<file path="config.mk">
export PLATFORM = sky130hd
export DESIGN_NAME = branch_resolve_unit
export DESIGN_NICKNAME = d
export VERILOG_FILES = /design/src/rtl/branch_resolve_unit.sv
export SDC_FILE = /design/constraint.sdc
export NUM_CORES = 1
export LEC_CHECK = 0
export CAP_MARGIN = 5
export CORE_MARGIN = 2
export CORE_UTILIZATION = 58
export DETAILED_ROUTE_END_ITERATION = 16
export HOLD_SLACK_MARGIN = 0.03
export PLACE_DENSITY = 0.91
export SLEW_MARGIN = 20
export SYNTH_ARGS = -nofsm -noshare
export SYNTH_HDL_FRONTEND = slang
export SYNTH_SLANG_ARGS = --single-unit
</file>
<file path="constraint.sdc">
create_clock -name clk -period 9.4 [get_ports clk]
set_clock_uncertainty 0.15 [all_clocks]
set_input_delay 1.88 -clock clk [delete_from_list [all_inputs] [get_ports clk]]
set_output_delay 1.88 -clock clk [all_outputs]
set_load 0.05 [all_outputs]
</file>
<file path="src/rtl/branch_resolve_unit.sv">
// Branch resolve unit: queues fetch-stage target predictions in order, compares
// each against the branch outcome resolved in execute, drives the BTB write port,
// and on a mispredict issues a registered fetch redirect plus a multi-cycle flush.
module branch_resolve_unit #(
    parameter int AWIDTH    = 32,
    parameter int QDEPTH    = 4,
    parameter int FLUSH_CYC = 2,
    parameter int CWIDTH    = 16
) (
    input  logic              clk,
    input  logic              rst,
    input  logic              pred_valid,
    input  logic [AWIDTH-1:0] pred_pc,
    input  logic [AWIDTH-1:0] pred_target,
    output logic              pred_ready,
    input  logic              res_valid,
    input  logic [AWIDTH-1:0] res_pc,
    input  logic              res_taken,
    input  logic [AWIDTH-1:0] res_target,
    output logic              upd_en,
    output logic [AWIDTH-1:0] upd_pc,
    output logic [AWIDTH-1:0] upd_target,
    output logic              redirect_valid,
    output logic [AWIDTH-1:0] redirect_pc,
    output logic              flush,
    output logic [CWIDTH-1:0] branch_cnt,
    output logic [CWIDTH-1:0] mispred_cnt,
    output logic              err_seq
);

    localparam int IW  = $clog2(QDEPTH);
    localparam int PW  = IW + 1;
    localparam int FCW = (FLUSH_CYC > 1) ? $clog2(FLUSH_CYC) : 1;

    typedef enum logic {IDLE, FLUSH} state_t;

    state_t            state, state_d;
    logic [FCW-1:0]    fcnt, fcnt_d;

    logic [AWIDTH-1:0] q_pc  [QDEPTH];
    logic [AWIDTH-1:0] q_tgt [QDEPTH];
    logic [PW-1:0]     wr_ptr, rd_ptr;

    logic              in_idle, full, empty, push, pop, mispredict, seq_err;
    logic [AWIDTH-1:0] head_pc, head_tgt, actual;

    function automatic logic [CWIDTH-1:0] sat_inc(input logic [CWIDTH-1:0] v);
        return (&v) ? v : v + 1'b1;
    endfunction

    assign in_idle  = (state == IDLE);
    assign empty    = (wr_ptr == rd_ptr);
    assign full     = (wr_ptr[IW-1:0] == rd_ptr[IW-1:0]) && (wr_ptr[IW] != rd_ptr[IW]);
    assign pred_ready = !full && in_idle;

    assign push     = pred_valid && pred_ready;
    assign pop      = in_idle && res_valid && !empty;
    assign head_pc  = q_pc[rd_ptr[IW-1:0]];
    assign head_tgt = q_tgt[rd_ptr[IW-1:0]];

    // Fall-through address wraps naturally at AWIDTH bits.
    assign actual     = res_taken ? res_target : res_pc + AWIDTH'(4);
    assign mispredict = pop && (head_tgt != actual);

    // Sequencing faults only count while the unit is listening (IDLE).
    assign seq_err = in_idle && ((pred_valid && full) || (res_valid && empty) ||
                                 (pop && (head_pc != res_pc)));

    // Flush is high for every cycle the FSM spends in FLUSH, which is already a register.
    assign flush = (state == FLUSH);

    // FSM state register and flush cycle counter.
    always_ff @(posedge clk or negedge rst) begin
        if (!rst) begin
            state <= IDLE;
            fcnt  <= '0;
        end else begin
            state <= state_d;
            fcnt  <= fcnt_d;
        end
    end

    // Next-state logic: a mispredict enters FLUSH, which lasts FLUSH_CYC cycles.
    always_comb begin
        state_d = state;
        fcnt_d  = fcnt;
        case (state)
            IDLE: begin
                if (mispredict) begin
                    state_d = FLUSH;
                    fcnt_d  = FCW'(FLUSH_CYC - 1);
                end
            end
            FLUSH: begin
                if (fcnt == '0) state_d = IDLE;
                else            fcnt_d  = fcnt - 1'b1;
            end
            default: state_d = IDLE;
        endcase
    end

    // Queue pointers; a mispredict discards every younger (wrong-path) entry.
    always_ff @(posedge clk or negedge rst) begin
        if (!rst) begin
            wr_ptr <= '0;
            rd_ptr <= '0;
        end else if (mispredict) begin
            wr_ptr <= '0;
            rd_ptr <= '0;
        end else begin
            if (push) wr_ptr <= wr_ptr + 1'b1;
            if (pop)  rd_ptr <= rd_ptr + 1'b1;
        end
    end

    // Queue storage is pure data; validity is tracked by the pointers alone.
    always_ff @(posedge clk) begin
        if (push) begin
            q_pc[wr_ptr[IW-1:0]]  <= pred_pc;
            q_tgt[wr_ptr[IW-1:0]] <= pred_target;
        end
    end

    // Registered outputs: BTB update, redirect, statistics and sticky error.
    always_ff @(posedge clk or negedge rst) begin
        if (!rst) begin
            upd_en         <= 1'b0;
            upd_pc         <= '0;
            upd_target     <= '0;
            redirect_valid <= 1'b0;
            redirect_pc    <= '0;
            branch_cnt     <= '0;
            mispred_cnt    <= '0;
            err_seq        <= 1'b0;
        end else begin
            upd_en         <= pop && res_taken;
            redirect_valid <= mispredict;
            if (pop) begin
                upd_pc     <= res_pc;
                upd_target <= res_target;
                branch_cnt <= sat_inc(branch_cnt);
            end
            if (mispredict) begin
                redirect_pc <= actual;
                mispred_cnt <= sat_inc(mispred_cnt);
            end
            if (seq_err) err_seq <= 1'b1;
        end
    end

endmodule

</file>
# After elaboration in Yosys (flattened, before gate mapping)
# Memory sizes are Yosys's and may differ from the RTL's.
# Index checks and enable logic that the tools add are counted.
# word_totals
word_cells	63
mem_bits_rw	256
out_inout_bits	133
inputBits	133
mem_count	2
register_bits	139
# classes
n_bitwise	3
muxes	13
n_eq_ne	6
reduce_logical	21
n_addsub	6
# memory_table
name	words	width	read_ports	rd_clocked_by_memory_dff	wr	line_no	rtl
q_pc	4	32	1	0	1	40	logic [AWIDTH-1:0] q_pc [QDEPTH];
q_tgt	4	32	1	0	1	41	logic [AWIDTH-1:0] q_tgt [QDEPTH];
# op_table
operator	count
$ne A32 B32 Y1	2
$add A16 B1 Y16 const B	2
$add A32 B3 Y32 const B	1
$mux W32	1
$reduce_and A16 Y1	2
$mux W3	4
$logic_and A1 B1 Y1	11
$add A3 B1 Y3 const B	2
$mux W1	6
$pmux W1 S2	2
$reduce_and A2 Y1	2
$reduce_bool A2 Y1	2
$eq A3 B3 Y1	1
$not A1 Y1	3
$eq A2 B2 Y1	1
$logic_not A1 Y1	2
$logic_or A1 B1 Y1	2
$ne A2 B1 Y1 const B	1
$ne A1 B1 Y1	1
$sub A1 B1 Y1 const B	1

# Longest topological paths before layout
# logic_depth
ltp_word	7
ltp_mapped	15
ltp_nobuf	10

# Worst setup path before layout
# No wires, ideal clock.
# synth_path
path_kind	input -> register
from	in res_pc[17]
to	reg redirect_pc[27]
path_stages	12
arrival_time_ns	5.059
n_path_buf	3
slack_ns	4.063
setup_time_ns	0.128
required_ns	9.122
path_cell_list	clkbuf_2 -> nand4_2 -> or4_4 -> or4_1 -> xnor2_1 -> o2111ai_1 -> or4_4 -> nor4_4 -> nand2b_1 -> buf_4 -> buf_6 -> mux2_1
# synth_via
elab_chain_len	4
# synth_rtl
item	line_no	rtl
from (decl)	17	input logic [AWIDTH-1:0] res_pc,
$add A32 B3 Y32 *	62	assign actual = res_taken ? res_target : res_pc + AWIDTH'(4);
$mux W32 *	62	
$ne A32 B32 Y1	63	assign mispredict = pop && (head_tgt != actual);
$logic_and A1 B1 Y1	63	
to (signal assigned)	144	redirect_pc <= actual;
to (decl)	24	output logic [AWIDTH-1:0] redirect_pc,
# Every way passes the cells marked *; elsewhere a longest branch is shown, timed or not.
# A chain may end at the register's enable or synchronous reset.

# Worst setup path after layout
# layout_path
from	in res_pc[3]
to	reg redirect_pc[19]
# The elaborated chain is that of the path after synthesis.

==> impl_results.md <==
* Drt pass-1 iters at 6
* Drt drc at 0
* Post-CTS resize count at 0
* First-pass GRT wire length at 72600 um
* Crit-path max FO at 33
* Area growth from synthesis to layout at 24.7%
* Die Span Y at roughly 180 um
* Mapped cell area at 17100 um2
* Core area at between 20000 and 30000 um2
* Final setup viols at 0
* #FFs+latches synth at roughly 400
* DP Wirelength at 32600 um
* Crit path time final at 6.69 ns
* Pleak at around 8 nW
* Finished Layout Cells at ~1.9k
* Type of origin of the critical path: input port
* Via density at 6.29
* # H-tree levels at 2
* Yosys warns at 0
* R2R cell count at 12
* 1st-iter DRT viols at 1215
* Remaining Overflow, GRT at 0
* Clock Tree Buf Depth at 3
* Layout Nets at 1627
* Placed inst area at about 20000 um2
* Max VDD drop at 0.222 mV
* Worst slew pin tran at 1.12 ns
* Clock Sinks at around 400
* Sum of negative setup slack at 0 ns
* Hold Crit Depth at 2
* Met2 GRT Util at 50.6%
* Post-Syn Instances at 1232
* Max-cap violations at 0
* Post-CTS Setup Bufs at 0
* Outcome: finished clean
* Synth area leader: edfxtp_1
* Initial antenna violation count at 2
* Largest net degree at the start of global routing at 74
* Power Dens Cells at 296 nW/um2
* Fraction of layout cells with a size suffix above 1 at between 10% and 20%
* Max Transition Viols Final at 0
* Total design power at 0.00633 W
* Clk_lat worst skew at 0.55 ns
* Ports at 266
* Routed Antenna Nets at 0
* Met1 Use GR at 41.6%
* Crit. End Element: flip-flop
* Hold Path Class: flip-flop to flip-flop
* Syn Nets at ~1.4k
* Data arrival, critical path at around 6.9 ns
* Global routing's busiest layer: met2
* Async SR Flop Fraction at 35.2%
* Post-route setup slack at 2.71 ns
* Syn_area_per_cell at between 10 and 15 um2
* F_max at 149 MHz
* Ys flop type: edfxtp_1
* EDFF count, synth at 256
* Root Driver: clkbuf_16
* Clk slew on worst S/H paths at 0.06 ns
* PortBufs at 265
* M3 GR Usage at ~8.2%
* Vias post-DR at 12.0k
* Final hold vios at 0
* TritonCTS clock tree: yes
* GR Util All Layers at a little under a third
* Cts bufs inserted at 39
* Unrepaired setup endpoints after global routing: false
* Hold_buf cts at 0
* Num rows at 62
* Netlist cell types at slightly above 70
* Yosys top cell area share at 44.9%
* Max_slew headroom at roughly a quarter
* GPL Wtd Cong at 0.944
* Sequential share of the synthesized area at approximately two thirds
* Fin area at roughly 21000 um2
* Die Wd at 176 um
* Kind of critical path: input port to flip-flop
* Initial Utilization at about three fifths
* Die area at 30900 um2
* Most area-consuming cells after synthesis: edfxtp_1, dfrtp_1, mux4_2, nand2_1, xnor2_1
* Vias in the first global route at approximately 12k
* Setup WS pre-CTS at 2.34 ns
* Final wirelength at just under 50000 um
* Period utilisation layout at 71.2%
* Routed WL per cell at 25.5 um
* CP required at 9.65 ns
* Placed Cells at between 1.5k and 2k
registers in the layout, indices dropped and copies added, names as in the netlist:
name,flops
q_pc,128
q_tgt,128
redirect_pc,32
upd_pc,32
upd_target,32
branch_cnt,16
mispred_cnt,16
rd_ptr,3
wr_ptr,3
err_seq,1
fcnt,1
flush,1
redirect_valid,1
upd_en,1
cell usage after synthesis, types with 5 or more instances:
library cell,n
o31ai_1,5
buf_2,17
a31oi_1,7
nor2_1,39
mux2_1,12
and3_1,16
mux2i_1,14
edfxtp_1,256
nor3_1,25
and2_1,9
nand4_1,24
mux2_2,20
nand2_1,235
buf_1,8
xnor2_1,64
o21ai_0,49
nor4_1,10
mux4_2,61
nand3_1,31
clkbuf_1,35
xor2_1,29
nand2b_1,5
dfrtp_1,139
nor2b_1,7
o311ai_0,7
ha_1,8
inv_1,16
critical path, stage by stage:
cell             delay, ns
clkdlybuf4s50_1       0.66
ha_1                  0.28
nand4_1               0.31
nor4_1                0.82
mux2_2                0.45
nor3_1                0.20
o211ai_1              0.12
a2111o_1              0.43
nor4_4                0.14
buf_4                 0.35
nand2b_1              0.49
buf_4                 0.42
mux2_1                0.37
layout make-up:
cell class,instances,area (um2)
antenna,1,2.50
clock buffer,56,1150
clock inverter,15,118
fill,1768,7500
inverter,16,60.1
multi-input combinational,755,5610
sequential,395,11200
tap,384,480
timing repair buffer,279,2770
per-stage QoR:
stage / utilization (%) / hold slack [ns]
2_1_floorplan: - / 0.299
3_3_place_gp: 69.5 / 0.304
3_5_place_dp: 69.5 / 0.313
4_1_cts: 73.9 / 0.331
5_1_grt: 74.0 / 0.354
6_report: 74.0 / 0.331
cell usage in the layout (no fill, tap or decap), types with 5 or more instances in the layout:
cell | synthesis | routed
mux2_2 | 20 | 20
o31ai_1 | 5 | 5
xor2_1 | 29 | 29
and2_1 | 9 | 9
edfxtp_1 | 256 | 256
clkdlybuf4s50_1 | 0 | 263
clkinv_2 | 0 | 8
and3_1 | 16 | 12
clkbuf_8 | 0 | 9
dfrtp_1 | 139 | 137
nor4_1 | 10 | 10
clkbuf_16 | 0 | 40
inv_1 | 16 | 16
nor2_1 | 39 | 39
a31oi_1 | 7 | 7
nand2b_1 | 5 | 5
nor2b_1 | 7 | 7
ha_1 | 8 | 8
nor3_1 | 25 | 25
mux2i_1 | 14 | 14
clkbuf_1 | 35 | 7
mux2_1 | 12 | 12
nand4_1 | 24 | 24
o21ai_0 | 49 | 49
mux4_2 | 61 | 61
nand2_1 | 235 | 235
buf_4 | 3 | 13
o311ai_0 | 7 | 7
xnor2_1 | 64 | 64
nand3_1 | 31 | 31
per-layer routing:
| layer | share of wire [%] | up-vias |
|---|---|---|
| met5 | 0.027 | - |
| met4 | 4.4 | 2 |
| met3 | 11 | 142 |
| met2 | 48 | 815 |
| met1 | 36 | 5938 |
| li1 | - | 5058 |
report_power, final:
part           switching [W]  internal, W
combinational        0.00155     0.000725
clock               0.000658     0.000884
sequential          0.000225      0.00229
total                0.00243      0.00390
logic make-up (layout without fill, tap and decap cells):
group / Yosys count / count (layout) / share of synthesized area [%]
buffers and inverters: 82 / 366 / 2.13
xor gates and xnor gates: 94 / 94 / 4.89
and+or+nand+nor: 433 / 433 / 11.9
other: 0 / 1 / 0
AOI/OAI and AO/OA: 113 / 113 / 4.39
muxes: 107 / 107 / 10.9
adders and majority gates: 8 / 8 / 0.585
DFF: 395 / 395 / 65.2
worst paths after layout:
check                      slack [ns]                    from                          end
max                              2.71               res_pc[3]  redirect_pc[19]$_DFFE_PN0P_
min                              0.33  upd_pc[28]$_DFFE_PN0P_       upd_pc[28]$_DFFE_PN0P_
max reg2reg                      3.58   rd_ptr[1]$_DFFE_PN0P_  redirect_pc[19]$_DFFE_PN0P_
min reg2reg                      0.33  upd_pc[28]$_DFFE_PN0P_       upd_pc[28]$_DFFE_PN0P_
max in group asynchronous        6.77                     rst       upd_pc[28]$_DFFE_PN0P_
min in group asynchronous        1.20                     rst   upd_target[23]$_DFFE_PN0P_
No activity file was read; power rests on OpenSTA's default activity.
